--- config.mk ---
export PLATFORM = sky130hd
export DESIGN_NAME = exe_divider
export DESIGN_NICKNAME = d
export VERILOG_FILES = /design/src/rtl/exe_divider.sv
export SDC_FILE = /design/constraint.sdc
export NUM_CORES = 1
export LEC_CHECK = 0
export ABC_AREA = 1
export BUFFER_PORTS_ARGS = -buffer_cell sky130_fd_sc_hd__buf_2
export CAP_MARGIN = 5
export CELL_PAD_IN_SITES_DETAIL_PLACEMENT = 1
export CELL_PAD_IN_SITES_GLOBAL_PLACEMENT = 2
export CORE_MARGIN = 2
export CORE_UTILIZATION = 33
export CTS_BUF_LIST = sky130_fd_sc_hd__clkbuf_2
export CTS_CLUSTER_SIZE = 30
export DETAILED_ROUTE_END_ITERATION = 10
export GPL_TIMING_DRIVEN = 0
export PLACE_DENSITY_LB_ADDON = 0.2
export RECOVER_POWER = 50
export SETUP_SLACK_MARGIN = 0.2
export SKIP_LAST_GASP = 1
export SYNTH_ARGS = -nofsm -noshare
export SYNTH_HDL_FRONTEND = slang
export SYNTH_SLANG_ARGS = --single-unit
--- constraint.sdc ---
create_clock -name clk -period 4.6 [get_ports clk]
set_input_delay 0.69 -clock clk [delete_from_list [all_inputs] [get_ports clk]]
set_output_delay 0.69 -clock clk [all_outputs]
set_load 0.005 [all_outputs]
--- src/rtl/exe_divider.sv ---
// exe_divider: iterative 32-bit radix-2 restoring divider (div.w/mod.w/div.wu/mod.wu).
// Optional macro EXE_DIV_ZERO_FAST_EN: zero divisor completes in one cycle with q=all-ones, r=x.
module exe_divider (
    input  logic        clk,
    input  logic        resetn,
    input  logic        div_valid,
    output logic        div_ready,
    input  logic        div_signed,
    input  logic [31:0] div_x,
    input  logic [31:0] div_y,
    input  logic        div_flush,
    output logic        out_valid,
    input  logic        out_ready,
    output logic [31:0] div_q,
    output logic [31:0] div_r
);
    typedef enum logic [1:0] {IDLE, CALC, DONE} state_t;
    state_t      r_state;
    logic [31:0] r_x, r_y, r_rem, r_quo;
    logic [4:0]  r_cnt;
    logic        r_qs, r_rs;
    logic [31:0] w_ax, w_ay, w_rem, w_quo;
    logic [32:0] w_shift, w_sub;
    logic        w_bit;
    always_comb begin
        w_ax    = (div_signed && div_x[31]) ? -div_x : div_x;
        w_ay    = (div_signed && div_y[31]) ? -div_y : div_y;
        w_shift = {r_rem, r_x[31]};
        w_sub   = w_shift - {1'b0, r_y};
        w_bit   = !w_sub[32];
        w_rem   = w_bit ? w_sub[31:0] : w_shift[31:0];
        w_quo   = {r_quo[30:0], w_bit};
    end
    assign div_ready = (r_state == IDLE);
    assign out_valid = (r_state == DONE);
    // r_rem stays below the divisor, so 32 bits suffice between steps
    always_ff @(posedge clk) begin
        if (!resetn) begin
            r_state <= IDLE;
            r_x     <= '0;
            r_y     <= '0;
            r_rem   <= '0;
            r_quo   <= '0;
            r_cnt   <= '0;
            r_qs    <= 1'b0;
            r_rs    <= 1'b0;
            div_q   <= '0;
            div_r   <= '0;
        end else if (div_flush) begin
            r_state <= IDLE;
        end else begin
            case (r_state)
                IDLE: if (div_valid) begin
                    r_x     <= w_ax;
                    r_y     <= w_ay;
                    r_qs    <= div_signed & (div_x[31] ^ div_y[31]);
                    r_rs    <= div_signed & div_x[31];
                    r_rem   <= '0;
                    r_cnt   <= '0;
                    r_state <= CALC;
`ifdef EXE_DIV_ZERO_FAST_EN
                    if (div_y == '0) begin
                        r_state <= DONE;
                        div_q   <= '1;
                        div_r   <= div_x;
                    end
`endif
                end
                CALC: begin
                    r_x   <= r_x << 1;
                    r_rem <= w_rem;
                    r_quo <= w_quo;
                    r_cnt <= r_cnt + 5'd1;
                    if (r_cnt == 5'd31) begin
                        r_state <= DONE;
                        div_q   <= r_qs ? -w_quo : w_quo;
                        div_r   <= r_rs ? -w_rem : w_rem;
                    end
                end
                DONE: if (out_ready) r_state <= IDLE;
                default: r_state <= IDLE;
            endcase
        end
    end
endmodule

==> results of run 1 <==
-- Yosys cell counts, types with 3 or more instances --
library cell and number:
o21bai_1 7, xor2_1 44, nand2_4 5, nor2_4 4
o31ai_1 3, nand3_2 5, clkbuf_1 68, a31oi_1 12
nor2_2 7, nand2_1 652, o21ai_1 9, nand3b_1 17
nor3_1 30, inv_1 313, o21ai_0 143, xnor2_1 19
a221oi_1 4, buf_1 9, nor4_1 6, inv_2 9
buf_2 5, a21oi_1 185, nand3_1 109, and2_1 3
a22oi_1 7, dfxtp_1 200, o21ai_2 4, buf_6 5
a21o_1 3, nor2_1 219, o221ai_1 18, nand2_2 26
or2_2 10, o211ai_1 24, nand4_1 18, ha_1 38
-- path summary, 6_finish.rpt --
path / start / slack, ps / end / cells after the start
max: r_y[22]$_SDFFE_PN0P_ / 430 / div_q[30]$_SDFFE_PN0P_ / 30
min: div_y[5] / 80 / r_y[5]$_SDFFE_PN0P_ / 3
max reg2reg: r_y[22]$_SDFFE_PN0P_ / 430 / div_q[30]$_SDFFE_PN0P_ / 30
min reg2reg: r_x[26]$_SDFFE_PN0P_ / 490 / r_x[26]$_SDFFE_PN0P_ / 2
-- cell type report --
| class | instances | share of cell area [%] |
|---|---|---|
| plain buffers | 89 | 2.56 |
| clock buffers | 17 | 0.530 |
| clock inverters | 15 | 1.15 |
| repair buffers | 184 | 6.69 |
| multi-input cells | 1650 | 52.3 |
| diodes | 2 | 0.0312 |
| well taps | 532 | 4.15 |
| flip-flops and latches | 200 | 25.0 |
| inverters | 324 | 7.57 |
-- tightest hold or removal path, stage by stage --
cell,delay [ps]
buf_2,120
xor2_1,80
a21oi_1,110
-- routing by layer --
metal | track usage [%] | share of wire, % | vias up
li1 | - | - | 7656
met1 | 34.6 | 48 | 7315
met2 | 43.7 | 46 | 248
met3 | 2.86 | 3.0 | 77
met4 | 8.35 | 2.8 | 0
met5 | 0 | 0 | -
-- logic make-up after synthesis --
logic type	Yosys count	share of synthesized area, %
flip-flops	200	29.0
buffers and inverters	413	11.6
AND/OR/NAND/NOR	1118	34.3
adder cells (fa/ha/maj)	39	3.59
XOR/XNOR	63	3.99
AO/OA/AOI/OAI	430	17.5
-- flip-flops by register name, indices dropped and copies added (netlist names) --
name	cells
r_cnt	5
div_q	32
r_qs	1
div_r	32
r_x	32
r_rs	1
r_y	32
r_state	2
r_rem	32
r_quo	31
-- per-stage QoR --
stage          total power, W  util [%]  setup WS, ps  setup TNS, ps
2_1_floorplan         0.00252         -           388              0
3_3_place_gp          0.00285      36.8          -939          -3030
3_5_place_dp          0.00287      36.8         -1030          -3610
4_1_cts               0.00394      38.8           224              0
5_1_grt               0.00416      39.1           187              0
6_report              0.00394      39.1           433              0
-- power breakdown --
group / total [W] / internal, W / switching [W]
sequential: 0.00183 / 0.00179 / 0.0000353
clock: 0.000996 / 0.000274 / 0.000722
combinational: 0.00111 / 0.000359 / 0.000753
-- timing repair --
action | CTS | global route
pin swaps | 17 | 12
hold buffers | 30 | 1
endpoints found under the hold margin | 25 | 1
buffers inserted | 18 | 1
endpoints found under the setup margin | 9 | 26
gates resized for setup | 34 | 25
==> run_results.csv, run 1 <==
group,metric,value,unit
sta,max_slew_margin,37.6,%
sta,tightest_slew,936,ps
logic_synthesis,synth_area_leaders,"dfxtp_1, nand2_1, inv_1",
worst_setup_path,slowest_delay,420,ps
global_route,track_usage,25.9,%
job,drv_cap,0,
logic_synthesis,synth-seq-area-share,29.0,%
cts,cts_inserted_buffers,17,
sta,fin_worst_skew,83.2,ps
die,placementRows,74,
drt,detail_route.vias_per_cell,5.08,
drt,firstDrtPassIters,5,
finish,layout-drive-gt1-share,11.0,%
worst_hold_path,min_path_type,"in -> reg",
finish,multi_input_area,8400,um^2
cts,clk_latency,990,ps
sta,hold_viol_final,0,
logic_synthesis,synth.top_cell.area_share,29.0,%
logic_synthesis,syn_area,13800,um^2
logic_synthesis,ys.flop_type,"dfxtp_1",
sta,timing.final.crit_share,90.6,%
sta,whs,84.5,ps
die,core_area,41100,um^2
logic_synthesis,synth.distinct_cells,52,
logic_synthesis,yosysTopAreaCell,"dfxtp_1",
logic_synthesis,async_reset_ff_share,0,%
drt,post-route-drc-count,0,
worst_setup_path,worstSetupPathType,"reg -> reg",
die,initial_utilization,33.6,%
logic_synthesis,ys_seq_elements,200,
die,ioPinCount,136,
worst_setup_path,crit_family,"simple AND/OR/NAND/NOR gates",
die,die_w,209,um
worst_setup_path,cp_slowest_cell,"ha_1",
run_status,outcome,"complete, no violations",
global_route,antenna_found_initial,1,
sta,clock.fmax,240,MHz
cts,clock_path_buffers,2,
pwr,p_per_area,245,nW/um^2
drt,wl,56500,um
logic_synthesis,synth_cells,2263,
logic_synthesis,yosysWarnings,0,
finish,final_common_cell,"nand2_1",
finish,final-seq-area,4020,um^2
drt,drt-initial-drc-count,781,
worst_setup_path,worstPathArrival,5060,ps
global_route,grt_pass1_vias,15489,
logic_synthesis,synth_edf_count,0,
pwr,p_leak,7.80,nW
global_route,grt_max_degree,20,
placement,numPortBuffers,134,
cts,cts_root_buf,"clkbuf_2",
worst_setup_path,critPathLaunchType,"register",
worst_setup_path,crit_required,5490,ps
global_route,grt_pass1_wl,87100,um
finish,num-fill-cells,5604,
worst_setup_path,worst-path-max-fanout,9,
cts,clk_pin_slew_worst_paths,310,ps
die,die_h,209,um
drt,via_count,15296,
cts,clock-sinks,200,
logic_synthesis,synth_nets,2372,
global_route,grt_overflow,0,
placement,hpwlAfterDp,45700,um
finish,nNetsFinal,2575,
placement,routabilityCongestion,0.893,
worst_setup_path,path_common_cell,"nand2_1",
placement,postPlaceCellArea,15100,um^2
drt,wire_per_inst,18.7,um
sta,slew_viol_final,0,
worst_setup_path,path_buf_inv,6,
finish,stdcell_count,3013,
cts,cts_tree,"built",
placement,dp_cells,2929,
finish,finalInstanceArea,16100,um^2
pwr,vdd_ir_drop_max,0.118,mV
finish,layout_common_cells,"nand2_1, inv_1, nor2_1",
sta,period_needed,4170,ps
logic_synthesis,syn_avg_cell_area,6.10,um^2
cts,h-tree-depth,4,
drt,ant_nets,0,
die,dieArea,43500,um^2
worst_setup_path,worst_setup_path_end_kind,"register",
finish,areaGrowthSynthToFinish,16.3,%
sta,rsz0062_at_grt,"no",
sta,report.final.setup_viol,0,
Note: power is estimated with default switching activity, not from simulation.
==> run 2, diff against run 1 <==
clock period = 4.7 ns   (was 4.6 ns; I/O delays follow)
==> run_results.csv, run 2 (synthesized netlist as in run 1, its figures left out) <==
group,metric,value,unit
sta,max_slew_margin,36.7,%
cts,clk_latency,990,ps
drt,wl,56300,um
cts,cts_tree,"built",
die,dieArea,43500,um^2
finish,utilization,38.7,%
die,core_area,41100,um^2
worst_setup_path,worstSetupPathType,"reg -> reg",
worst_setup_path,worst-path-max-fanout,9,
worst_hold_path,min_path_type,"in -> reg",
die,ioPinCount,136,
cts,cts_root_buf,"clkbuf_2",
sta,fin_worst_skew,79.0,ps
global_route,antenna_found_initial,1,
pwr,vdd_ir_drop_max,0.116,mV
sta,clock.fmax,234,MHz
sta,worst_slack,421,ps
worst_setup_path,worst_setup_path_end_kind,"register",
placement,routabilityCongestion,0.893,
placement,hpwlAfterDp,45700,um
cts,clk_pin_slew_worst_paths,320,ps
worst_setup_path,cp_slowest_cell,"ha_1",
placement,numPortBuffers,134,
sta,tightest_slew,949,ps
worst_setup_path,worstPathArrival,5170,ps
pwr,p_leak,7.77,nW
global_route,grt_pass1_vias,15447,
die,die_h,209,um
drt,drt-initial-drc-count,797,
pwr,p_per_area,241,nW/um^2
sta,slew_viol_final,0,
finish,num-fill-cells,5615,
run_status,outcome,"complete, no violations",
cts,clock_path_buffers,2,
global_route,track_usage,25.8,%
drt,detail_route.vias_per_cell,5.09,
finish,final_common_cell,"nand2_1",
drt,wire_per_inst,18.7,um
placement,dp_cells,2929,
drt,firstDrtPassIters,5,
cts,clock-sinks,200,
sta,hold_viol_final,0,
worst_setup_path,crit_required,5590,ps
worst_hold_path,hold_path_depth,4,
drt,ant_nets,0,
sta,timing.final.crit_share,91.0,%
finish,nNetsFinal,2569,
global_route,grt_max_degree,20,
placement,pre_cts_slack,-928,ps
sta,report.final.setup_viol,0,
sta,period_needed,4280,ps
worst_setup_path,path_common_cell,"nand2_1",
drt,post-route-drc-count,0,
die,die_w,209,um
finish,stdcell_count,3008,
worst_setup_path,slowest_delay,440,ps
global_route,grt_pass1_wl,87000,um
die,initial_utilization,33.6,%
worst_setup_path,ff2ff_path_depth,30,
cts,cts_inserted_buffers,17,
finish,layout-drive-gt1-share,10.4,%
sta,rsz0062_at_grt,"no",
drt,via_count,15306,
global_route,grt_overflow,0,
die,placementRows,74,
worst_setup_path,critPathLaunchType,"register",
finish,layout_common_cells,"nand2_1, inv_1, nor2_1",
cts,h-tree-depth,4,
job,drv_cap,0,
finish,areaGrowthSynthToFinish,15.2,%
-- run 2: report_power, final --
group	leakage (nW)	internal (W)	switching, W
Sequential	1.62	0.00175	0.0000346
Combinational	5.99	0.000342	0.000733
Clock	0.155	0.000269	0.000704
-- run 2: repair_timing --
action                                 4_1_cts  5_1_grt
setup endpoints to repair                    8        7
endpoints found under the hold margin       22        0
pin swaps                                   14        8
setup buffers                               15        2
hold buffers                                27        0
cloned                                       0        0
gates resized for setup                     33        8
-- run 2: final timing paths --
path | startpoint | end | slack [ps]
setup / recovery | r_y[23]$_SDFFE_PN0P_ | div_q[30]$_SDFFE_PN0P_ | 420
hold / removal | div_x[7] | r_x[7]$_SDFFE_PN0P_ | 90
setup reg to reg | r_y[23]$_SDFFE_PN0P_ | div_q[30]$_SDFFE_PN0P_ | 420
hold reg to reg | r_x[26]$_SDFFE_PN0P_ | r_x[26]$_SDFFE_PN0P_ | 490
-- run 2: critical path: cells and delay by family (launching register included) --
family          cells  cell delay (ps)
fa+ha+maj           2              620
simple gates       16             1910
flops               1              400
buf+inv             6              630
compound gates      6              680
-- run 2: through the flow --
stage               hold slack, ps  cell area, um^2  total power (W)  TNS, ps
floorplan                      441            13800          0.00246        0
global placement               453            15100          0.00279    -2470
finish                        86.0            15900          0.00384        0
global route                 0.558            15900          0.00405        0
detailed placement             459            15100          0.00281    -2960
CTS                           8.97            15900          0.00385        0
-- run 2: cell type report --
| class | count | area (um^2) | share of cell area, % |
|---|---|---|---|
| Timing Repair Buffer | 178 | 1020 | 6.40 |
| Multi-Input combinational cell | 1650 | 8310 | 52.2 |
| Clock buffer | 17 | 85.1 | 0.535 |
| Inverter | 324 | 1220 | 7.64 |
| Buffer | 89 | 410 | 2.58 |
| Clock inverter | 15 | 184 | 1.16 |
| Antenna cell | 3 | 7.51 | 0.0472 |
| Sequential cell | 200 | 4010 | 25.2 |
| Tap cell | 532 | 666 | 4.18 |
-- run 2: metal layers --
metal / track usage [%] / up-vias / part of all wire, % / wire (um)
met5: 0 / - / 0 / 0
met4: 8.33 / 0 / 2.8 / 1580
met3: 2.95 / 75 / 3.3 / 1880
met2: 43.5 / 257 / 46 / 26000
met1: 34.5 / 7322 / 48 / 26900
li1: - / 7652 / - / -
==> run 3, diff against run 2 <==
CELL_PAD_IN_SITES_GLOBAL_PLACEMENT = 1   (was 2)
CORE_UTILIZATION = 43   (was 33)
==> run_results.csv, run 3 (synthesized netlist as in run 1, its figures left out) <==
group,metric,value,unit
run_status,outcome,"complete, no violations",
worst_setup_path,crit_required,5480,ps
cts,clk_pin_slew_worst_paths,340,ps
placement,routabilityCongestion,0.951,
worst_setup_path,path_buf_inv,5,
pwr,p_per_area,243,nW/um^2
global_route,antenna_found_initial,2,
sta,hold_viol_final,0,
sta,timing.final.crit_share,90.9,%
global_route,grt_pass1_vias,15781,
die,dieArea,33600,um^2
drt,post-route-drc-count,0,
sta,clock.fmax,234,MHz
sta,worst_slack,428,ps
cts,holdBufCountCts,0,
worst_setup_path,crit_family,"simple AND/OR/NAND/NOR gates",
placement,pre_cts_slack,-755,ps
worst_setup_path,regToRegSetupSlack,430,ps
finish,stdcell_count,2844,
drt,via_count,15694,
worst_setup_path,worst_setup_path_end_kind,"register",
finish,utilization,49.0,%
pwr,vdd_ir_drop_max,0.155,mV
finish,nNetsFinal,2537,
sta,slew_viol_final,0,
die,initial_utilization,43.8,%
global_route,grt_pass1_wl,84400,um
worst_setup_path,worst-path-max-fanout,10,
worst_setup_path,worstSetupPathType,"reg -> reg",
cts,cts_root_buf,"clkbuf_2",
drt,firstDrtPassIters,5,
die,ioPinCount,136,
sta,whs,52.8,ps
global_route,grt_max_degree,20,
worst_setup_path,slowest_delay,400,ps
finish,final_common_cell,"nand2_1",
placement,numPortBuffers,134,
drt,drt-initial-drc-count,878,
finish,layout_common_cells,"nand2_1, inv_1, nor2_1",
drt,detail_route.vias_per_cell,5.52,
cts,h-tree-depth,4,
pwr,p_leak,7.63,nW
worst_hold_path,min_path_type,"in -> reg",
die,core_area,31600,um^2
finish,layout-drive-gt1-share,10.1,%
placement,hpwlAfterDp,43000,um
sta,max_slew_margin,29.9,%
cts,clock_path_buffers,2,
worst_setup_path,cp_slowest_cell,"dfxtp_2",
drt,wire_per_inst,18.8,um
cts,clk_latency,870,ps
cts,cts_inserted_buffers,17,
finish,areaGrowthSynthToFinish,11.8,%
die,die_w,183,um
sta,period_needed,4270,ps
drt,wl,53500,um
placement,postPlaceCellArea,15000,um^2
global_route,track_usage,32.1,%
sta,tightest_slew,1050,ps
cts,clock-sinks,200,
worst_setup_path,critPathLaunchType,"register",
job,drv_cap,0,
placement,dp_cells,2799,
worst_setup_path,path_common_cell,"nand2_4",
die,die_h,183,um
sta,report.final.setup_viol,0,
sta,rsz0062_at_grt,"no",
cts,cts_tree,"built",
finish,finalInstanceArea,15400,um^2
worst_setup_path,worstPathArrival,5060,ps
drt,ant_nets,0,
sta,fin_worst_skew,50.2,ps
global_route,grt_overflow,0,
die,placementRows,65,
-- run 3: metal layers --
metal  GRT usage, %  wire (um)
met1           42.8      24400
met5              0          0
met4           9.28       1510
met3           3.93       2680
met2           54.4      25000
-- run 3: worst min-delay path: cells and delay by family --
| family | cells | cell delay (ps) |
|---|---|---|
| AND/OR/NAND/NOR | 1 | 70 |
| AO/OA/AOI/OAI | 1 | 60 |
| buffers and inverters | 1 | 100 |
-- run 3: area by class of cell --
type,count,area [um^2]
Timing Repair Buffer,146,707
Tap cell,402,503
Clock inverter,15,165
Buffer,89,410
Clock buffer,17,85.1
Fill cell,4501,16100
Inverter,324,1220
Antenna cell,1,2.50
Sequential cell,200,4010
Multi-Input combinational cell,1650,8350
-- run 3: timing repair --
action,in CTS,in global routing
pin swaps,10,10
buffers inserted,8,4
resized for setup,29,13
endpoints found under the setup margin,7,5
-- run 3: path summary, 6_finish.rpt --
check,from,to,depth (start not counted)
worst max-delay path,r_y[27]$_SDFFE_PN0P_,div_q[30]$_SDFFE_PN0P_,29
worst min-delay path,div_x[0],r_x[0]$_SDFFE_PN0P_,3
worst max register to register,r_y[27]$_SDFFE_PN0P_,div_q[30]$_SDFFE_PN0P_,29
worst min register to register,r_x[30]$_SDFFE_PN0P_,r_x[30]$_SDFFE_PN0P_,2
-- run 3: metrics by stage --
step / setup TNS (ps) / total power (W)
global route: 0 / 0.00396
floorplan: 0 / 0.00246
detailed placement: -1990 / 0.00279
finish: 0 / 0.00376
CTS: 0 / 0.00372
global placement: -1430 / 0.00276
-- run 3: report_power, final --
part           switching (W)  internal [W]  leakage (nW)
combinational       0.000727      0.000324          5.86
clock               0.000693      0.000222         0.149
sequential         0.0000346       0.00175          1.62
total                0.00145       0.00230          7.63
